[config.mk]
export PLATFORM = sky130hd
export DESIGN_NAME = gpio_ctrl
export DESIGN_NICKNAME = d
export VERILOG_FILES = /design/src/rtl/gpio_pkg.sv /design/src/rtl/gpio_sync.sv /design/src/rtl/gpio_ctrl.sv
export SDC_FILE = /design/constraint.sdc
export NUM_CORES = 1
export LEC_CHECK = 0
export ABC_AREA = 0
export CORE_ASPECT_RATIO = 0.75
export CORE_UTILIZATION = 40
export DETAILED_ROUTE_END_ITERATION = 7
export GPL_ROUTABILITY_DRIVEN = 0
export PLACE_DENSITY_LB_ADDON = 0.15
export SLEW_MARGIN = 15
export SYNTH_ARGS = -nofsm -noshare
export SYNTH_HDL_FRONTEND = slang
export SYNTH_HIERARCHICAL = 1
export SYNTH_SLANG_ARGS = --single-unit
[constraint.sdc]
create_clock -name clk -period 2.3 [get_ports clk]
set_input_delay 0.46 -clock clk [delete_from_list [all_inputs] [get_ports clk]]
set_output_delay 0.46 -clock clk [all_outputs]
set_load 0.005 [all_outputs]
[src/rtl/gpio_pkg.sv]
// gpio_pkg: shared definitions for the GPIO controller.
//   - Register indices decoded on the 3-bit bus address (REG_OUT..REG_CLR).
//   - Default input synchroniser depth.
package gpio_pkg;

  localparam logic [2:0] REG_OUT   = 3'd0;  // output data, RW
  localparam logic [2:0] REG_DIR   = 3'd1;  // direction, 1 = output, RW
  localparam logic [2:0] REG_IN    = 3'd2;  // synchronised pin value, RO
  localparam logic [2:0] REG_IEN   = 3'd3;  // interrupt enable, RW
  localparam logic [2:0] REG_IEDGE = 3'd4;  // 1 = rising, 0 = falling, RW
  localparam logic [2:0] REG_PEND  = 3'd5;  // pending, read / write-1-to-clear
  localparam logic [2:0] REG_SET   = 3'd6;  // OUT |= wdata, WO
  localparam logic [2:0] REG_CLR   = 3'd7;  // OUT &= ~wdata, WO

  localparam int SYNC_STAGES_DEF = 2;

endpackage

[src/rtl/gpio_sync.sv]
// gpio_sync: input conditioning for the GPIO pads.
//   Asynchronous pads pass through a SYNC_STAGES-deep flop chain, then an
//   optional per-pin debounce filter (compiled in with GPIO_DEBOUNCE_EN),
//   then a previous-value flop used for edge detection.
// Ports:
//   clk, rst  - clock, synchronous active-high reset
//   pin_raw   - asynchronous pad inputs
//   pin_val   - synchronised (and filtered) pin value
//   rise/fall - one-cycle edge indications of pin_val
module gpio_sync
  import gpio_pkg::*;
#(
  parameter int DW          = 16,
  parameter int SYNC_STAGES = SYNC_STAGES_DEF,
  parameter int DB_CYCLES   = 4
) (
  input  logic          clk,
  input  logic          rst,
  input  logic [DW-1:0] pin_raw,
  output logic [DW-1:0] pin_val,
  output logic [DW-1:0] rise,
  output logic [DW-1:0] fall
);

  // Stage 0 is the metastability-catching flop; the last stage is the
  // clean synchronised value.
  logic [SYNC_STAGES-1:0][DW-1:0] sync_reg;
  logic [DW-1:0]                  sync_val;
  logic [DW-1:0]                  filt_val;
  logic [DW-1:0]                  prev_reg;

  always_ff @(posedge clk) begin
    if (rst) begin
      sync_reg <= '0;
    end else begin
      sync_reg <= {sync_reg[SYNC_STAGES-2:0], pin_raw};
    end
  end

  assign sync_val = sync_reg[SYNC_STAGES-1];

  genvar gi;

`ifdef GPIO_DEBOUNCE_EN
  localparam int CNT_W = $clog2(DB_CYCLES + 1);

  // The filtered bit only follows the synchronised bit once the two have
  // disagreed for DB_CYCLES consecutive cycles; any bounce back restarts
  // the count.
  for (gi = 0; gi < DW; gi++) begin : g_debounce
    logic [CNT_W-1:0] cnt_reg;
    logic             filt_bit_reg;

    always_ff @(posedge clk) begin
      if (rst) begin
        cnt_reg      <= '0;
        filt_bit_reg <= 1'b0;
      end else if (sync_val[gi] == filt_bit_reg) begin
        cnt_reg <= '0;
      end else if (cnt_reg == CNT_W'(DB_CYCLES - 1)) begin
        cnt_reg      <= '0;
        filt_bit_reg <= sync_val[gi];
      end else begin
        cnt_reg <= cnt_reg + 1'b1;
      end
    end

    assign filt_val[gi] = filt_bit_reg;
  end
`else
  // Debounce compiled out: the filtered value is the synchronised value.
  // db_unused keeps DB_CYCLES referenced in this build.
  logic [31:0] db_unused;
  assign db_unused = 32'(DB_CYCLES);
  assign filt_val  = sync_val;
`endif

  always_ff @(posedge clk) begin
    if (rst) begin
      prev_reg <= '0;
    end else begin
      prev_reg <= filt_val;
    end
  end

  for (gi = 0; gi < DW; gi++) begin : g_edge
    assign rise[gi] = filt_val[gi] & ~prev_reg[gi];
    assign fall[gi] = ~filt_val[gi] & prev_reg[gi];
  end

  assign pin_val = filt_val;

endmodule

[src/rtl/gpio_ctrl.sv]
// gpio_ctrl: bus-mapped GPIO controller.
//   Per-pin direction, synchronised inputs, atomic set/clear of outputs and
//   per-pin edge interrupts aggregated onto a single irq line.
//   Optional input debounce is compiled in with the GPIO_DEBOUNCE_EN macro.
// Ports:
//   clk, rst            - clock, synchronous active-high reset
//   sel, we, addr, wdata - register access (one-cycle strobe, 1 = write)
//   rdata               - registered read data, valid the cycle after a read
//   gpio_in             - asynchronous pad inputs
//   gpio_out, gpio_oe   - output data and output enable (= DIR)
//   irq                 - OR of enabled pending interrupts
module gpio_ctrl
  import gpio_pkg::*;
#(
  parameter int DW          = 16,
  parameter int SYNC_STAGES = SYNC_STAGES_DEF,
  parameter int DB_CYCLES   = 4
) (
  input  logic          clk,
  input  logic          rst,
  input  logic          sel,
  input  logic          we,
  input  logic [2:0]    addr,
  input  logic [DW-1:0] wdata,
  output logic [DW-1:0] rdata,
  input  logic [DW-1:0] gpio_in,
  output logic [DW-1:0] gpio_out,
  output logic [DW-1:0] gpio_oe,
  output logic          irq
);

  logic [DW-1:0] out_reg,   out_next;
  logic [DW-1:0] dir_reg,   dir_next;
  logic [DW-1:0] ien_reg,   ien_next;
  logic [DW-1:0] iedge_reg, iedge_next;
  logic [DW-1:0] pend_reg,  pend_next;
  logic [DW-1:0] rdata_reg, rdata_next;
  logic          irq_reg,   irq_next;

  logic          wr_en;
  logic          rd_en;
  logic [DW-1:0] w1c_mask;
  logic [DW-1:0] pin_val;
  logic [DW-1:0] pin_rise;
  logic [DW-1:0] pin_fall;
  logic [DW-1:0] pin_event;

  gpio_sync #(
    .DW          (DW),
    .SYNC_STAGES (SYNC_STAGES),
    .DB_CYCLES   (DB_CYCLES)
  ) u_sync (
    .clk     (clk),
    .rst     (rst),
    .pin_raw (gpio_in),
    .pin_val (pin_val),
    .rise    (pin_rise),
    .fall    (pin_fall)
  );

  assign wr_en = sel & we;
  assign rd_en = sel & ~we;

  // Output pins never raise interrupts, whatever the edge setting.
  genvar gi;
  for (gi = 0; gi < DW; gi++) begin : g_event
    assign pin_event[gi] = ~dir_reg[gi] &
                           (iedge_reg[gi] ? pin_rise[gi] : pin_fall[gi]);
  end

  assign w1c_mask = (wr_en && addr == REG_PEND) ? wdata : '0;

  always_comb begin
    out_next   = out_reg;
    dir_next   = dir_reg;
    ien_next   = ien_reg;
    iedge_next = iedge_reg;
    if (wr_en) begin
      case (addr)
        REG_OUT:   out_next   = wdata;
        REG_DIR:   dir_next   = wdata;
        REG_IEN:   ien_next   = wdata;
        REG_IEDGE: iedge_next = wdata;
        REG_SET:   out_next   = out_reg | wdata;
        REG_CLR:   out_next   = out_reg & ~wdata;
        default:   ;
      endcase
    end
    // OR-ing the event in last lets a fresh edge survive a same-cycle clear.
    pend_next = (pend_reg & ~w1c_mask) | pin_event;
    irq_next  = |(pend_next & ien_next);
  end

  always_comb begin
    rdata_next = rdata_reg;
    if (rd_en) begin
      case (addr)
        REG_OUT:   rdata_next = out_reg;
        REG_DIR:   rdata_next = dir_reg;
        REG_IN:    rdata_next = pin_val;
        REG_IEN:   rdata_next = ien_reg;
        REG_IEDGE: rdata_next = iedge_reg;
        REG_PEND:  rdata_next = pend_reg;
        default:   rdata_next = '0;
      endcase
    end
  end

  always_ff @(posedge clk) begin
    if (rst) begin
      out_reg   <= '0;
      dir_reg   <= '0;
      ien_reg   <= '0;
      iedge_reg <= '0;
      pend_reg  <= '0;
      rdata_reg <= '0;
      irq_reg   <= 1'b0;
    end else begin
      out_reg   <= out_next;
      dir_reg   <= dir_next;
      ien_reg   <= ien_next;
      iedge_reg <= iedge_next;
      pend_reg  <= pend_next;
      rdata_reg <= rdata_next;
      irq_reg   <= irq_next;
    end
  end

  assign rdata    = rdata_reg;
  assign gpio_out = out_reg;
  assign gpio_oe  = dir_reg;
  assign irq      = irq_reg;

endmodule

==> impl_metrics.toml, run 1 <==
[synth]
synthesis.nets = 708
synth_edf_count = 0
syn_area_per_cell_um2 = 9.331
yosysMostFrequentCell = "dfxtp_1"
syn_inst = 669
ys_ff_latch = 145
yosysWarnings = 6
synthArstFlopShare_pct = 0
synth.top_cell.area_share_pct = 46.50
syn_area_um2 = 6242
synth_cell_type_count = 37
ys.flop_type = "dfxtp_1"
yosys.area.top_type = "dfxtp_1"
yosysSeqAreaShare_pct = 46.50
ys_top_cells_by_count = "dfxtp_1, nor2_1, mux2i_1"
synth_area_leaders = "dfxtp_1, mux2i_1, nor2b_1, nor2_1, a22oi_1"

[layout]
post_route_cells_drive_above_1_share_pct = 14.18
fin_util_pct = 54.10
num_antenna_cells = 0
area_delta_synth_final_pct = 31.95
finish.net_count = 823

[power_and_ir_drop]
ir_worst_vdd_mv = 0.5057
p_clk_share_pct = 47.8
combPwrFrac_pct = 9.3
swShare_pct = 22.37
power_density_nw_per_um2 = 751.1
p_switching_mw = 1.384
leakagePower_nw = 3.217
p_int_mw = 4.803
seq_power_share_pct = 42.9

[routing]
drtPass1Iterations = 5
viasPerCell = 5.215
postRouteAntennaNets = 0
wl_per_cell_um = 17.30
drc = 0
drt-total-wl_mm = 17.34
vias = 5225
first_iter_violations = 325

[sta]
tightestPinTransition_ns = 0.5823
whs_ns = 0.4315
finalHoldViolCount = 0
period_share_pct = 94.04
relSlewSlack_pct = 61.18
fin_crit_ns = 2.163
finClkSkew_ns = 0.007423
finalSetupTns_ns = 0
setup_viol = 0
setup_ws_ns = 0.1371
drv_slew = 0
fmax_ghz = 0.4624
grt_setup_unrepaired = "false"

[floorplanning]
die_w_um = 146.2
dieArea_um2 = 16110
placementRows = 39
core_region_area_um2 = 15220
fp.dieH_um = 110.2
io_pins = 88
initial_core_util_pct = 41.00

[global_routing]
antenna_found_initial = 0
grt_usage_pct = 22.67
grt_pass1_vias = 5034
grt_max_degree = 50
grt_overflow = 0
grt_first_pass_wirelength_mm = 27.46

[critical_path]
reg2regPathDepth = 7
r2r_start = "u_sync/pin_val[1]"
crit_path_end_kind = "register"
crit_chain = "clkdlybuf4s50_1, buf_4, buf_12, and2_1, a21oi_1, o221ai_1, buf_4, nor2_1, nor3_1"
r2r_slack_ns = 0.71
crit_start = "addr[1]"
cp_max_fo = 11
arrival_ns = 2.51
cp_slowest_stage_delay_ns = 0.51
crit_family = "buffers and inverters"
worstSetupPathType = "input port to register"
cp.buffers_inverters = 4
reg2reg_to = "irq"
cp_common_cell = "buf_4"
required_ns = 2.65
cp-start-kind = "input port"
cp-endpoint = "rdata[2]"
crit_path_top_delay_cell = "clkdlybuf4s50_1"
crit_cells = 9

[clock_tree]
cts_buffers = 17
h-tree-depth = 4
post_cts_buffers = 0
ctsHoldBuffers = 0
insertion_delay_ns = 0.42
cts.clk_slew.worst_paths_ns = 0.06
clkSinkCount = 145
cts_root_buf = "clkbuf_16"
cts_tree = "yes"
clockBufferDepth = 2

[worst_hold_path]
min-delay-path-class = "register to register"

[placed_design]
pre_cts_ws_ns = -0.2540
dp.final_hpwl_mm = 12.49
port_buffers = 87

[job]
cap_violations = 0

[status]
status = "complete, no violations"
-- cell usage in the layout, fill, tap and decap left out, drive strengths merged, types with 3 or more instances in the layout --
cell | netlist | routed
a21oi | 27 | 27
a22oi | 21 | 21
buf | 35 | 67
bufinv | 0 | 4
clkbuf | 21 | 21
clkdlybuf4s50 | 0 | 85
clkinv | 0 | 6
dfxtp | 145 | 145
inv | 14 | 14
mux2 | 5 | 5
mux2i | 88 | 88
mux4 | 3 | 3
nand2 | 21 | 21
nand3 | 4 | 4
nor2 | 122 | 122
nor2b | 83 | 83
nor3 | 9 | 9
o211ai | 3 | 3
o21ai | 24 | 24
o221ai | 15 | 15
o22ai | 16 | 16
-- how the worst min path moves through the flow --
stage                        start                  to  slack (ns)  cells past startpoint
6_report        u_sync/sync_reg[8]   u_sync/pin_val[8]        0.43                      1
5_1_grt         u_sync/sync_reg[8]   u_sync/pin_val[8]        0.45                      1
4_1_cts         u_sync/sync_reg[8]   u_sync/pin_val[8]        0.44                      1
3_5_place_dp    u_sync/sync_reg[8]   u_sync/pin_val[8]        0.42                      1
3_3_place_gp   u_sync/sync_reg[15]  u_sync/pin_val[15]        0.42                      1
2_1_floorplan   u_sync/sync_reg[0]   u_sync/pin_val[0]        0.41                      1
-- layout make-up --
class	instances	area, um^2
Multi-Input combinational cell	454	2948
Sequential cell	145	2903
Timing Repair Buffer	152	1439
Clock buffer	21	480.5
Clock inverter	11	157.7
Inverter	14	52.55
Tap cell	205	256.5
Fill cell	1389	6988
-- power groups by stage --
stage               Combinational (mW)  Sequential [mW]  Clock [mW]
global placement                 0.563             2.70           0
detailed placement               0.571             2.71           0
global route                     0.624             2.66        3.11
floorplan                        0.296             2.69           0
CTS                              0.574             2.65        3.01
finish                           0.576             2.65        2.96
-- through the flow --
step                      instance area, um^2  cells  power (mW)
after floorplan                          6242    669       2.987
after global placement                   7591    970       3.268
after detailed placement                 7591    970       3.277
after CTS                                8229   1002       6.236
after global routing                     8237   1002       6.400
final                                    8237   1002       6.186
-- what timing repair did --
item / in CTS / in global routing
endpoints found under the setup margin: 0 / 1
gates resized for setup: 0 / 2
endpoints found under the hold margin: 0 / 0
-- logic make-up (layout without fill, tap and decap cells) --
| family | after synthesis | in the layout | synth area share (%) |
|---|---|---|---|
| mux | 96 | 96 | 16.22 |
| compound gates | 111 | 111 | 11.73 |
| simple gates | 247 | 247 | 19.16 |
| flops | 145 | 145 | 46.50 |
| buf+inv | 70 | 198 | 6.394 |
-- worst reg2reg max path, stage by stage (launching register included) --
cell and delay [ns]:
dfxtp_1 0.34, nor2b_1 0.14, mux2i_1 0.15, o22ai_1 0.12, a21oi_1 0.19, o22ai_1 0.11, nor4_1 0.27, a41oi_1 0.14
-- layer usage --
metal	vias to the layer above	global-route usage [%]	part of all wire, %
met3	18	5.926	6.8
met2	171	34.05	43
met1	2521	31.94	49
met5	-	0	0
met4	0	6.548	1.1
li1	2515	-	-
Power figures use the tool's default switching activity.
==> run 2, diff against run 1 <==
- GPL_ROUTABILITY_DRIVEN: 0 -> 1
==> results of run 2 <==
No change in the layout: final DEF, timing and power equal those of run 1.
==> run 3, diff against run 2 <==
- CORE_MARGIN: not set -> 2
==> run 3 against run 2 <==
Combinational power barely moved; clock-buffer cell count rose by 1; cell area rose by 0.17%; final cell count fell by 0.20%; wire length rose by 0.44%; setup slack improved by 0.044 ns; highest routed layer is now met5.
==> impl_metrics.toml, run 3 (synthesis gave the netlist of run 1 again) <==
[worst_hold_path]
min-delay-path-class = "register to register"
hp-start = "u_sync/sync_reg[8]"
whs_path_depth = 1
whs_endpoint = "u_sync/pin_val[8]"

[routing]
viasPerCell = 5.189
wl_per_cell_um = 17.41
drc = 0
drt-total-wl_mm = 17.41
postRouteAntennaNets = 0
vias = 5189
first_iter_violations = 286
drtPass1Iterations = 5

[critical_path]
crit_path_top_delay_cell = "clkdlybuf4s50_1"
crit_family = "buffers and inverters"
r2r_start = "u_sync/pin_val[1]"
arrival_ns = 2.49
reg2regPathDepth = 7
worstSetupPathType = "input port to register"
crit_path_end_kind = "register"
crit_chain = "clkdlybuf4s50_1, buf_4, or3_4, a21oi_4, inv_2, a31oi_4, buf_4, a22oi_1, nor2_1"
crit_cells = 9
reg2reg_to = "irq"
cp_slowest_stage_delay_ns = 0.52
required_ns = 2.67
cp-start-kind = "input port"
r2r_slack_ns = 0.74
cp_common_cell = "buf_4"
cp.buffers_inverters = 4
cp_max_fo = 12

[sta]
grt_setup_unrepaired = "false"
fin_crit_ns = 2.119
drv_slew = 0
finalHoldViolCount = 0
period_share_pct = 92.14
fmax_ghz = 0.4719
finClkSkew_ns = 0.004045
relSlewSlack_pct = 62.40
tightestPinTransition_ns = 0.5641
setup_ws_ns = 0.1809
setup_viol = 0

[layout]
finish.net_count = 821
post_route_cells_drive_above_1_share_pct = 13.58
final_cells = 1000
layout_commonest_cell = "dfxtp_1"
fin_util_pct = 54.19
final_cell_mix = "dfxtp_1, nor2_1, mux2i_1"
num_antenna_cells = 0
area_delta_synth_final_pct = 32.17

[power_and_ir_drop]
power_density_nw_per_um2 = 778.4
leakagePower_nw = 3.217
p_total_mw = 6.422
ir_worst_vdd_mv = 0.5197

[clock_tree]
post_cts_buffers = 0
cts_buffers = 17
ctsHoldBuffers = 0
clkSinkCount = 145
cts.clk_slew.worst_paths_ns = 0.06
h-tree-depth = 4
cts_tree = "yes"
insertion_delay_ns = 0.43
clockBufferDepth = 2
ctsResizeCount = 0
cts_root_buf = "clkbuf_16"

[global_routing]
grt_first_pass_wirelength_mm = 27.50
grt_overflow = 0
grt_pass1_vias = 5082
antenna_found_initial = 1
grt_usage_pct = 21.67
grt_max_degree = 50

[placed_design]
dp.final_hpwl_mm = 12.33
pre_cts_ws_ns = -0.2367
gp_congestion = 0.8845
place_inst = 968
port_buffers = 87

[floorplanning]
fp.dieH_um = 112.2
die_w_um = 148.2
initial_core_util_pct = 41.00
core_region_area_um2 = 15220
placementRows = 39
io_pins = 88
dieArea_um2 = 16630

[job]
cap_violations = 0

[status]
status = "complete, no violations"
## run 3: cell types whose count changed in the layout (fill, tap and decap cells not counted)
cell | before | now
nand3_2 | 1 | 0
bufinv_16 | 4 | 6
buf_4 | 59 | 58
nor2b_2 | 1 | 0
clkinv_2 | 6 | 3
nand3_1 | 3 | 4
nor2b_1 | 82 | 83
buf_12 | 7 | 6
clkbuf_1 | 0 | 1
## run 3: layout make-up
cell class,count,area (um^2)
Inverter,14,52.55
Clock inverter,10,202.7
Fill cell,1373,6974
Timing Repair Buffer,150,1411
Multi-Input combinational cell,454,2940
Tap cell,205,256.5
Sequential cell,145,2903
Clock buffer,22,484.2
## run 3: metrics by stage
step           TNS, ns  hold slack (ns)  area [um^2]
6_report             0           0.4311         8250
5_1_grt              0           0.4524         8250
4_1_cts              0           0.4333         8250
3_5_place_dp    -5.583           0.4204         7564
3_3_place_gp    -3.576           0.4200         7564
2_1_floorplan        0           0.4138         6242
## run 3: power breakdown
group | switching, mW | internal, mW
registers | 0.0545 | 2.60
clock network | 1.05 | 2.14
logic | 0.290 | 0.285
total | 1.40 | 5.03
## run 3: worst max-delay path by stage
stage,slack (ns),end,start
floorplan,0.38,irq,addr[0]
global placement,-0.17,irq,addr[2]
detailed placement,-0.24,gpio_out[11],addr[2]
CTS,0.21,gpio_out[11],addr[2]
global route,0.1,gpio_out[8],addr[2]
finish,0.18,gpio_out[11],addr[2]
## run 3: layer usage
layer  share of wire [%]  GRT usage, %
met5               0.040             0
met4                 1.8         7.873
met3                 7.2         6.220
met2                  42         31.79
met1                  49         30.41
